## config.mk

```make
export PLATFORM = sky130hd
export DESIGN_NAME = sd_cmd_engine
export DESIGN_NICKNAME = d
export VERILOG_FILES = /design/src/rtl/sd_cmd_engine.sv
export SDC_FILE = /design/constraint.sdc
export NUM_CORES = 1
export LEC_CHECK = 0
export ABC_AREA = 1
export ABC_CLOCK_PERIOD_IN_PS = 4800
export CAP_MARGIN = 40
export CORE_MARGIN = 2
export CORE_UTILIZATION = 45
export DETAILED_ROUTE_END_ITERATION = 7
export SLEW_MARGIN = 20
export SYNTH_ARGS = -nofsm -noshare
export SYNTH_HDL_FRONTEND = slang
export SYNTH_SLANG_ARGS = --single-unit
```

## constraint.sdc

```tcl
create_clock -name clk -period 4.8 [get_ports clk]
set_clock_uncertainty 0.1 [all_clocks]
set_input_delay 1.2 -clock clk [delete_from_list [all_inputs] [get_ports clk]]
set_output_delay 1.2 -clock clk [all_outputs]
set_load 0.01 [all_outputs]
```

## src/rtl/sd_cmd_engine.sv

```systemverilog
`default_nettype none
// ============================================================================
// Module      : sd_cmd_engine
// Description : SD card CMD-line sequencer. Generates the SD clock, sends a
//               48-bit command frame with CRC7, waits for and captures a
//               48-bit response, and checks its framing and CRC.
//   clk, reset_n            system clock, async active-low reset
//   cmd_start/index/arg     one-cycle request with command fields
//   resp_type               00 none, 01/11 R1-style with CRC, 10 R3 no CRC
//   busy, done              handshake (done is a one-cycle pulse)
//   resp, resp_index        response argument and index fields
//   status                  [2] timeout, [1] crc_err, [0] frame_err
//   sd_clk, sd_cmd_o/oe/i   card-side clock and CMD line
// Revision    : 1.0 - initial release
// ============================================================================
module sd_cmd_engine #(
    parameter int CLK_DIV      = 125,
    parameter int RESP_TIMEOUT = 64
) (
    input  logic        clk,
    input  logic        reset_n,
    input  logic        cmd_start,
    input  logic [5:0]  cmd_index,
    input  logic [31:0] cmd_arg,
    input  logic [1:0]  resp_type,
    output logic        busy,
    output logic        done,
    output logic [31:0] resp,
    output logic [5:0]  resp_index,
    output logic [2:0]  status,
    output logic        sd_clk,
    output logic        sd_cmd_o,
    output logic        sd_cmd_oe,
    input  logic        sd_cmd_i
);

    localparam logic [9:0]  c_div_last = 10'(CLK_DIV - 1);
    localparam logic [15:0] c_to_last  = 16'(RESP_TIMEOUT - 1);

    typedef enum logic [2:0] {
        S_IDLE = 3'd0,
        S_SEND = 3'd1,
        S_WAIT = 3'd2,
        S_RECV = 3'd3,
        S_GAP  = 3'd4,
        S_DONE = 3'd5
    } state_t;

    state_t      r_state;
    logic [9:0]  r_div_cnt;
    logic [47:0] r_tx;
    logic [46:0] r_rx;
    logic [5:0]  r_bit_cnt;
    logic [15:0] r_to_cnt;
    logic [1:0]  r_resp_type;

    logic        w_div_tc;
    logic        w_fall_en;
    logic        w_rise_en;
    logic [6:0]  w_tx_crc;
    logic [47:0] w_rx_next;
    logic [6:0]  w_rx_crc;
    logic        w_frame_err;
    logic        w_crc_err;

    // CRC7, polynomial x^7+x^3+1, zero seed, MSB first.
    function automatic logic [6:0] crc7(input logic [39:0] data);
        logic [6:0] crc;
        logic       fb;
        crc = 7'd0;
        for (int i = 39; i >= 0; i--) begin
            fb  = data[i] ^ crc[6];
            crc = {crc[5:0], 1'b0} ^ (fb ? 7'h09 : 7'h00);
        end
        return crc;
    endfunction

    // Free-running SD clock divider; strobes mark the toggle cycle.
    assign w_div_tc  = (r_div_cnt == c_div_last);
    assign w_fall_en = w_div_tc & sd_clk;
    assign w_rise_en = w_div_tc & ~sd_clk;

    always_ff @(posedge clk or negedge reset_n) begin
        if (!reset_n) begin
            r_div_cnt <= 10'd0;
            sd_clk    <= 1'b0;
        end else if (w_div_tc) begin
            r_div_cnt <= 10'd0;
            sd_clk    <= ~sd_clk;
        end else begin
            r_div_cnt <= r_div_cnt + 10'd1;
        end
    end

    assign w_tx_crc = crc7({2'b01, cmd_index, cmd_arg});

    // Full received frame including the bit sampled this cycle; only
    // meaningful on the final RECV sample.
    assign w_rx_next   = {r_rx, sd_cmd_i};
    assign w_rx_crc    = crc7(w_rx_next[47:8]);
    assign w_frame_err = w_rx_next[46] | ~w_rx_next[0];
    assign w_crc_err   = (r_resp_type != 2'b10) && (w_rx_crc != w_rx_next[7:1]);

    always_ff @(posedge clk or negedge reset_n) begin
        if (!reset_n) begin
            r_state     <= S_IDLE;
            r_tx        <= 48'd0;
            r_rx        <= 47'd0;
            r_bit_cnt   <= 6'd0;
            r_to_cnt    <= 16'd0;
            r_resp_type <= 2'b00;
            busy        <= 1'b0;
            done        <= 1'b0;
            resp        <= 32'd0;
            resp_index  <= 6'd0;
            status      <= 3'd0;
            sd_cmd_o    <= 1'b1;
            sd_cmd_oe   <= 1'b0;
        end else begin
            done <= 1'b0;
            case (r_state)
                S_IDLE: begin
                    sd_cmd_o  <= 1'b1;
                    sd_cmd_oe <= 1'b0;
                    if (cmd_start) begin
                        r_tx        <= {2'b01, cmd_index, cmd_arg, w_tx_crc, 1'b1};
                        r_resp_type <= resp_type;
                        r_bit_cnt   <= 6'd0;
                        status      <= 3'd0;
                        busy        <= 1'b1;
                        r_state     <= S_SEND;
                    end
                end
                S_SEND: begin
                    if (w_fall_en) begin
                        if (r_bit_cnt == 6'd48) begin
                            // End bit has had its full period; release CMD.
                            sd_cmd_o  <= 1'b1;
                            sd_cmd_oe <= 1'b0;
                            r_bit_cnt <= 6'd0;
                            r_to_cnt  <= 16'd0;
                            r_state   <= (r_resp_type == 2'b00) ? S_GAP : S_WAIT;
                        end else begin
                            sd_cmd_o  <= r_tx[47];
                            sd_cmd_oe <= 1'b1;
                            r_tx      <= {r_tx[46:0], 1'b0};
                            r_bit_cnt <= r_bit_cnt + 6'd1;
                        end
                    end
                end
                S_WAIT: begin
                    if (w_rise_en) begin
                        if (!sd_cmd_i) begin
                            r_rx      <= 47'd0;   // start bit already seen
                            r_bit_cnt <= 6'd1;
                            r_state   <= S_RECV;
                        end else if (r_to_cnt == c_to_last) begin
                            status     <= 3'b100;
                            resp       <= 32'd0;
                            resp_index <= 6'd0;
                            r_bit_cnt  <= 6'd0;
                            r_state    <= S_GAP;
                        end else begin
                            r_to_cnt <= r_to_cnt + 16'd1;
                        end
                    end
                end
                S_RECV: begin
                    if (w_rise_en) begin
                        r_rx <= w_rx_next[46:0];
                        if (r_bit_cnt == 6'd47) begin
                            status     <= {1'b0, w_crc_err, w_frame_err};
                            resp       <= w_rx_next[39:8];
                            resp_index <= w_rx_next[45:40];
                            r_bit_cnt  <= 6'd0;
                            r_state    <= S_GAP;
                        end else begin
                            r_bit_cnt <= r_bit_cnt + 6'd1;
                        end
                    end
                end
                S_GAP: begin
                    if (w_rise_en) begin
                        if (r_bit_cnt == 6'd7) begin
                            done    <= 1'b1;
                            busy    <= 1'b0;
                            r_state <= S_DONE;
                        end else begin
                            r_bit_cnt <= r_bit_cnt + 6'd1;
                        end
                    end
                end
                S_DONE: begin
                    r_state <= S_IDLE;
                end
                default: begin
                    r_state   <= S_IDLE;
                    busy      <= 1'b0;
                    sd_cmd_o  <= 1'b1;
                    sd_cmd_oe <= 1'b0;
                end
            endcase
        end
    end

endmodule
`default_nettype wire

```

Word-level counts from Yosys, hierarchy flattened

Cells that the tools add are included.

Logic and storage cells: 371
Input bits: 44
Flip-flop bits (word level): 178

Equal/unequal tests: 27
Add/sub/neg operators: 3
Mux-type cells: 146
Bitwise operators: 160
Reductions and logical operators: 20

Operator list:

| cell                    | count |
|---|---|
| $xor A7 B4 Y7           | 73 |
| $mux W4                 | 78 |
| $mux W32                | 5 |
| $mux W48                | 3 |
| $mux W47                | 3 |
| $pmux W48 S2            | 1 |
| $pmux W47 S2            | 1 |
| $mux W6                 | 14 |
| $mux W16                | 5 |
| $xor A1 B1 Y1           | 71 |
| $pmux W32 S2            | 1 |
| $mux W3                 | 16 |
| $pmux W16 S2            | 1 |
| $ne A2 B2 Y1 const B    | 15 |
| $pmux W6 S5             | 1 |
| $add A16 B1 Y16 const B | 1 |
| $eq A16 B6 Y1 const B   | 1 |
| $pmux W3 S5             | 1 |
| $eq A6 B6 Y1 const B    | 2 |
| $pmux W6 S2             | 1 |
| $reduce_and A4 Y1       | 3 |
| $reduce_and A6 Y1       | 2 |
| $xor A6 B4 Y6           | 2 |
| $add A10 B1 Y10 const B | 1 |
| other kinds (30)        | 54 |

Depth between registers and ports, before layout

Depth after elaboration: 118
Depth in mapped cells: 31
Depth with buffers taken out: 30

Worst setup path before layout

OpenSTA, ideal clock, no wires.

Path kind: input-to-reg
Start point: input port cmd_index[3]
End point: register r_tx[4]
Arrival: 3110 ps
Stages on the path: 22
Setup slack: 1472 ps
Buffers on the path: 0
Path through: nor2_1 nor2_4 xor2_1 xnor2_1 xor2_1 inv_1 nand2_1 nand2_2 nand2_1 nand2_1 nand3_1 nand2_1 nand2_1 nand2_1 nand2_1 nand2_1 nand2_1 nand2_1 inv_1 nand2_1 nand3_1 nand2_1

Cells in the longest elaborated chain, start to end: 56
Elaborated cells on any way between the ends: 80

RTL lines:

| item                                           | RTL line | RTL |
|---|---|---|
| start: declaration                             | 23       | `input logic [5:0] cmd_index,` |
| $xor A1 B1 Y1 (*)                              | 72       | `fb = data[i] ^ crc[6];` |
| $mux W4 (*)                                    | 73       | `crc = {crc[5:0], 1'b0} ^ (fb ? 7'h09 : 7'h00);` |
| $xor A7 B4 Y7 (*) (4 in series)                | 73       |  |
| $xor A1 B1 Y1 or $xor A7 B4 Y7 (tied branches) | 72, 73   |  |
| $mux W4 or $xor A7 B4 Y7 (tied branches)       | 73       |  |
| $xor A7 B4 Y7 (*) (4 in series)                | 73       |  |
| $xor A1 B1 Y1 or $xor A7 B4 Y7 (tied branches) | 72, 73   |  |
| $mux W4 or $xor A7 B4 Y7 (tied branches)       | 73       |  |
| (+28 left out)                                 | -        |  |
| $xor A1 B1 Y1 or $xor A7 B4 Y7 (tied branches) | 72, 73   |  |
| $mux W4 or $xor A7 B4 Y7 (tied branches)       | 73       |  |
| $xor A7 B4 Y7 (*) (4 in series)                | 73       |  |
| $xor A1 B1 Y1 or $xor A7 B4 Y7 (tied branches) | 72, 73   |  |
| $mux W4 or $xor A7 B4 Y7 (tied branches)       | 73       |  |
| $xor A7 B4 Y7 (*) (4 in series)                | 73       |  |
| $mux W48 (*)                                   | 125      | `if (cmd_start) begin` |
| $pmux W48 S2 (*)                               | 121      | `case (r_state)` |
| end signal: assignment                         | 126      | `r_tx <= {2'b01, cmd_index, cmd_arg, w_tx_crc, 1'b1};` |
| end signal: assignment                         | 146      | `r_tx <= {r_tx[46:0], 1'b0};` |
| end: declaration                               | 51       | `logic [47:0] r_tx;` |

Every way passes the cells marked *; elsewhere a longest branch is shown, timed or not. The select of a mux whose other input is x is not followed.
A chain may end at the register's enable or synchronous reset.

Final worst setup path

Start point: input port cmd_index[4]
End point: register r_tx[4]

Cells in the longest elaborated chain, start to end: 59
Elaborated cells on any way between the ends: 83

RTL lines:

| item                            | RTL line |
|---|---|
| $xor A1 B1 Y1 (*)               | 72 |
| $mux W4 (*)                     | 73 |
| $xor A6 B4 Y6 (*)               | 73 |
| $xor A7 B4 Y7 (*) (3 in series) | 73 |
| $xor A1 B1 Y1                   | 72 |
| $mux W4                         | 73 |
| $xor A7 B4 Y7 (*) (4 in series) | 73 |
| $xor A1 B1 Y1                   | 72 |
| (+35 left out)                  | - |
| $xor A1 B1 Y1                   | 72 |
| $mux W4                         | 73 |
| $xor A7 B4 Y7 (*) (4 in series) | 73 |
| $xor A1 B1 Y1                   | 72 |
| $mux W4                         | 73 |
| $xor A7 B4 Y7 (*)               | 73 |
| $mux W48 (*)                    | 125 |
| $pmux W48 S2 (*)                | 121 |

Marks and branches as above.

==> results.md <==
* Status: complete, no violations
* CP delay by family, top: simple AND/OR/NAND/NOR gates
* CP peak stage delay at between 0.5 and 0.6 ns
* Grt total ovfl at 0
* TritonCTS clock tree: built
* Hold Path Class: reg2reg
* Max VDD drop at roughly 0.23 mV
* Switching power at 2.05 mW
* Worst-path cell chain: clkdlybuf4s50_1 -> xor2_1 -> xnor2_2 -> nor2_1 -> o21bai_1 -> nand2_1 -> nand2_1 -> nand2_1 -> nand2_1 -> nand2_1 -> nand3_1 -> nand2_1 -> inv_1 -> nand2_1 -> nand2_1 -> inv_1 -> nand2_1 -> nand2_1 -> nand2_1 -> nand2_1 -> inv_1 -> nand2_1 -> nand3_1 -> nand2_1
* Worst path bufs/invs at 4
* Die area at roughly 0.024 mm²
* Final non-filler cell total at around 1.8k
* Reg-to-Reg Start: r_rx[46]
* Number of remaining DRC errors at 0
* Grt peak-use layer: met2
* DRT Pass-1 Iters at 5
* Max-cap viol count at 0
* Placer Congestion at 0.897
* RSZ-0062 raised after global routing: no
* Crit Path Category: in2reg
* Antenna Violating Nets Remaining at 0
* H-tree depth at 4
* Mapped Avg Cell Area at around 7.2 µm²
* Arrival time worst endpoint at slightly below 4 ns
* Antenna violations before repair at 0
* Final instance area at roughly 0.012 mm²
* Cts hold-fix bufs at 0
* Post-synth ARST share at 1.00
* Post-placement cell area at between 0.01 and 0.015 mm²
* Tcrit/Tclk final at 0.776
* YS warnings at 0
* Cells after Synth at between 1k and 1.5k
* Met3 Use GR at 0.0321
* Worst Reg-to-Reg Cells at 28
* Ports at 90
* Initial DRC count at 550
* Cells on Worst Hold Path at 2
* CP max stage cell: clkdlybuf4s50_1
* Clock Latency Late Sink at 0.43 ns
* IO Port Bufs at approximately 90
* Power share of the sequential group at 0.354
* Slew Viols, Final at 0
* Largest net degree at the start of global routing at 77
* Worst Tran Pin Value at 0.710 ns
* Switch share at 0.390
* Worst endpoint required time at roughly 5 ns
* Min-delay src: r_tx[0]
* Total power draw at ~5.3 mW
* Vias in the first global route at about 8.6k
* Post-synth EDFFs at 0
* Nets@finish at ~1.6k
* FF+latch count, synth at roughly 180
* Endpoints failing setup at 0
* All-Layer GR Usage at 0.208
* Sequential area share after synthesis at 0.427
* CTS root buffer: clkbuf_16
* Die width at 156 µm
* Syn Nets at between 1k and 1.5k
* P&R area growth vs syn at 16.8%
* P per Cell Area at between 400 and 500 mW/mm²
* Hold Fails Final Rpt at 0
* Tmin final at 3.73 ns
* DR WL/cell at approximately 13 µm
* Routed WL at approximately 24 mm
* Comb power frac at 0.392
* Cell Int Power at approximately 3.2 mW
* Setup bufs post-CTS at 0
* Vias at between 9k and 10k
* GRT met1 Usage at 0.280
* Fin Setup TNS at 0 ns
* Worst-path clk slew at roughly 0.06 ns
* Critical path capture point type: flop
* Die height at 156 µm
* Starting Density at 0.460
* Netlist cell types at between 40 and 50
* CTS max path bufs at 2
* Startpoint types: input port
* First-pass GRT wire length at just over 40 mm
* R2r setup slk at approximately 1.6 ns
* M2 GR Usage at 0.355
* Largest fanout on the critical path at 4
* Relative max-transition margin at 0.527
* ANT cells at 0
* CTS Buf Count at 17
* Vias per Instance at about 5.0
* Hpwl dp at around 18 mm
* Layout cell share with drive strength beyond 1 at 0.0711
* Clock share of power at 0.254
* Leak at between 5 and 6 nW
* Dominant synthesized flop cell: dfrtp_1
* Clk sinks at 178
* Fmax achieved at 268 MHz
* FP Rows at 55
* Synthesized area at 0.0104 mm²
* CP dominant cell by count: nand2_1
* Post-CTS sizing at 0
* End of the worst register-to-register path: status[1]
* Hold Path Sink: r_tx[0]
* DP Cell Count at around 1.8k
* Core area at approximately 0.023 mm²
worst min-delay path: stages (launching register included):
cell and delay, ns:
dfrtp_1 0.34, nand2_1 0.06, nand2_1 0.05
sequential cells by signal (all words and copies together) (netlist names):
register	count
r_resp_type	2
r_bit_cnt	6
resp	32
r_div_cnt	10
status	3
r_rx	47
done	1
sd_cmd_o	1
r_state	3
resp_index	6
r_to_cnt	16
sd_clk	1
r_tx	48
sd_cmd_oe	1
busy	1
power by group through the flow:
stage	clock (mW)	sequential, mW	combinational (mW)
4_1_cts	1.37	1.86	2.07
6_report	1.33	1.86	2.06
3_5_place_dp	0	1.89	2.06
5_1_grt	1.42	1.89	2.42
2_1_floorplan	0	1.87	1.58
3_3_place_gp	0	1.88	2.04
worst max-delay path by stage:
stage                       startpoint      end  slack [ns]  cells after the start
after floorplan           cmd_index[3]  r_tx[4]        1.47                     22
after global placement    cmd_index[4]  r_tx[3]        0.67                     20
after detailed placement  cmd_index[4]  r_tx[3]        0.61                     20
after CTS                 cmd_index[4]  r_tx[3]        1.07                     20
after global routing      cmd_index[4]  r_tx[4]        0.65                     24
final                     cmd_index[4]  r_tx[4]        1.07                     24
per-stage QoR:
stage                util  hold WS (ns)  setup WS, ns
floorplan               -         0.342          1.47
global placement    0.513         0.359         0.665
detailed placement  0.513         0.363         0.606
CTS                 0.537         0.379          1.07
global route        0.537         0.408         0.646
finish              0.537         0.379          1.07
layout make-up:
type | count | area [µm²]
fill | 2227 | 10500
clock buffer | 22 | 464
sequential | 178 | 4460
tap | 285 | 357
timing repair buffer | 100 | 987
clock inverter | 8 | 81.3
inverter | 209 | 790
multi-input combinational | 1017 | 5060
logic make-up (layout without fill, tap and decap cells):
kind of cell               Yosys count  in the layout  share of synthesized area
and+or+nand+nor                    748            748                      0.315
muxes                                2              2                    0.00216
AOI/OAI and AO/OA                  221            221                      0.120
DFF                                178            178                      0.427
xor gates and xnor gates            41             41                     0.0387
buffers and inverters              251            339                     0.0911
adders and majority gates            5              5                    0.00599
per-layer routing:
layer  wire [µm]  share of wire
met5           0              0
met4         218         0.0092
met3         526          0.022
met2       11700           0.49
met1       11300           0.48
synth_stat cells, drive strengths merged (3+ instances only):
library cell	count	area share
a21oi	19	0.0095
a31oi	3	0.0018
buf	5	0.0022
clkbuf	37	0.013
dfrtp	177	0.42
ha	5	0.0060
inv	208	0.075
nand2	518	0.19
nand3	119	0.061
nand3b	8	0.0058
nand4	10	0.0060
nor2	56	0.025
nor3	23	0.015
nor3b	7	0.0050
nor4	5	0.0044
o211ai	39	0.028
o21a	3	0.0022
o21ai	140	0.067
o22ai	10	0.0060
xnor2	21	0.020
xor2	20	0.019
layout by cell type (no fill, tap or decap), types with 12 or more instances in the layout:
master           netlist  final
o21ai_0              139    139
nor3_1                18     18
dfrtp_1              177    177
nand2_1              498    497
nor2_1                47     45
nand3_1              113    112
xnor2_1               18     18
inv_2                 12     12
nand2_2               18     19
clkdlybuf4s50_1        0     88
clkbuf_16              0     17
a21oi_1               18     17
o211ai_1              39     39
xor2_1                17     17
inv_1                194    194
(Power assumes the default switching activity.)
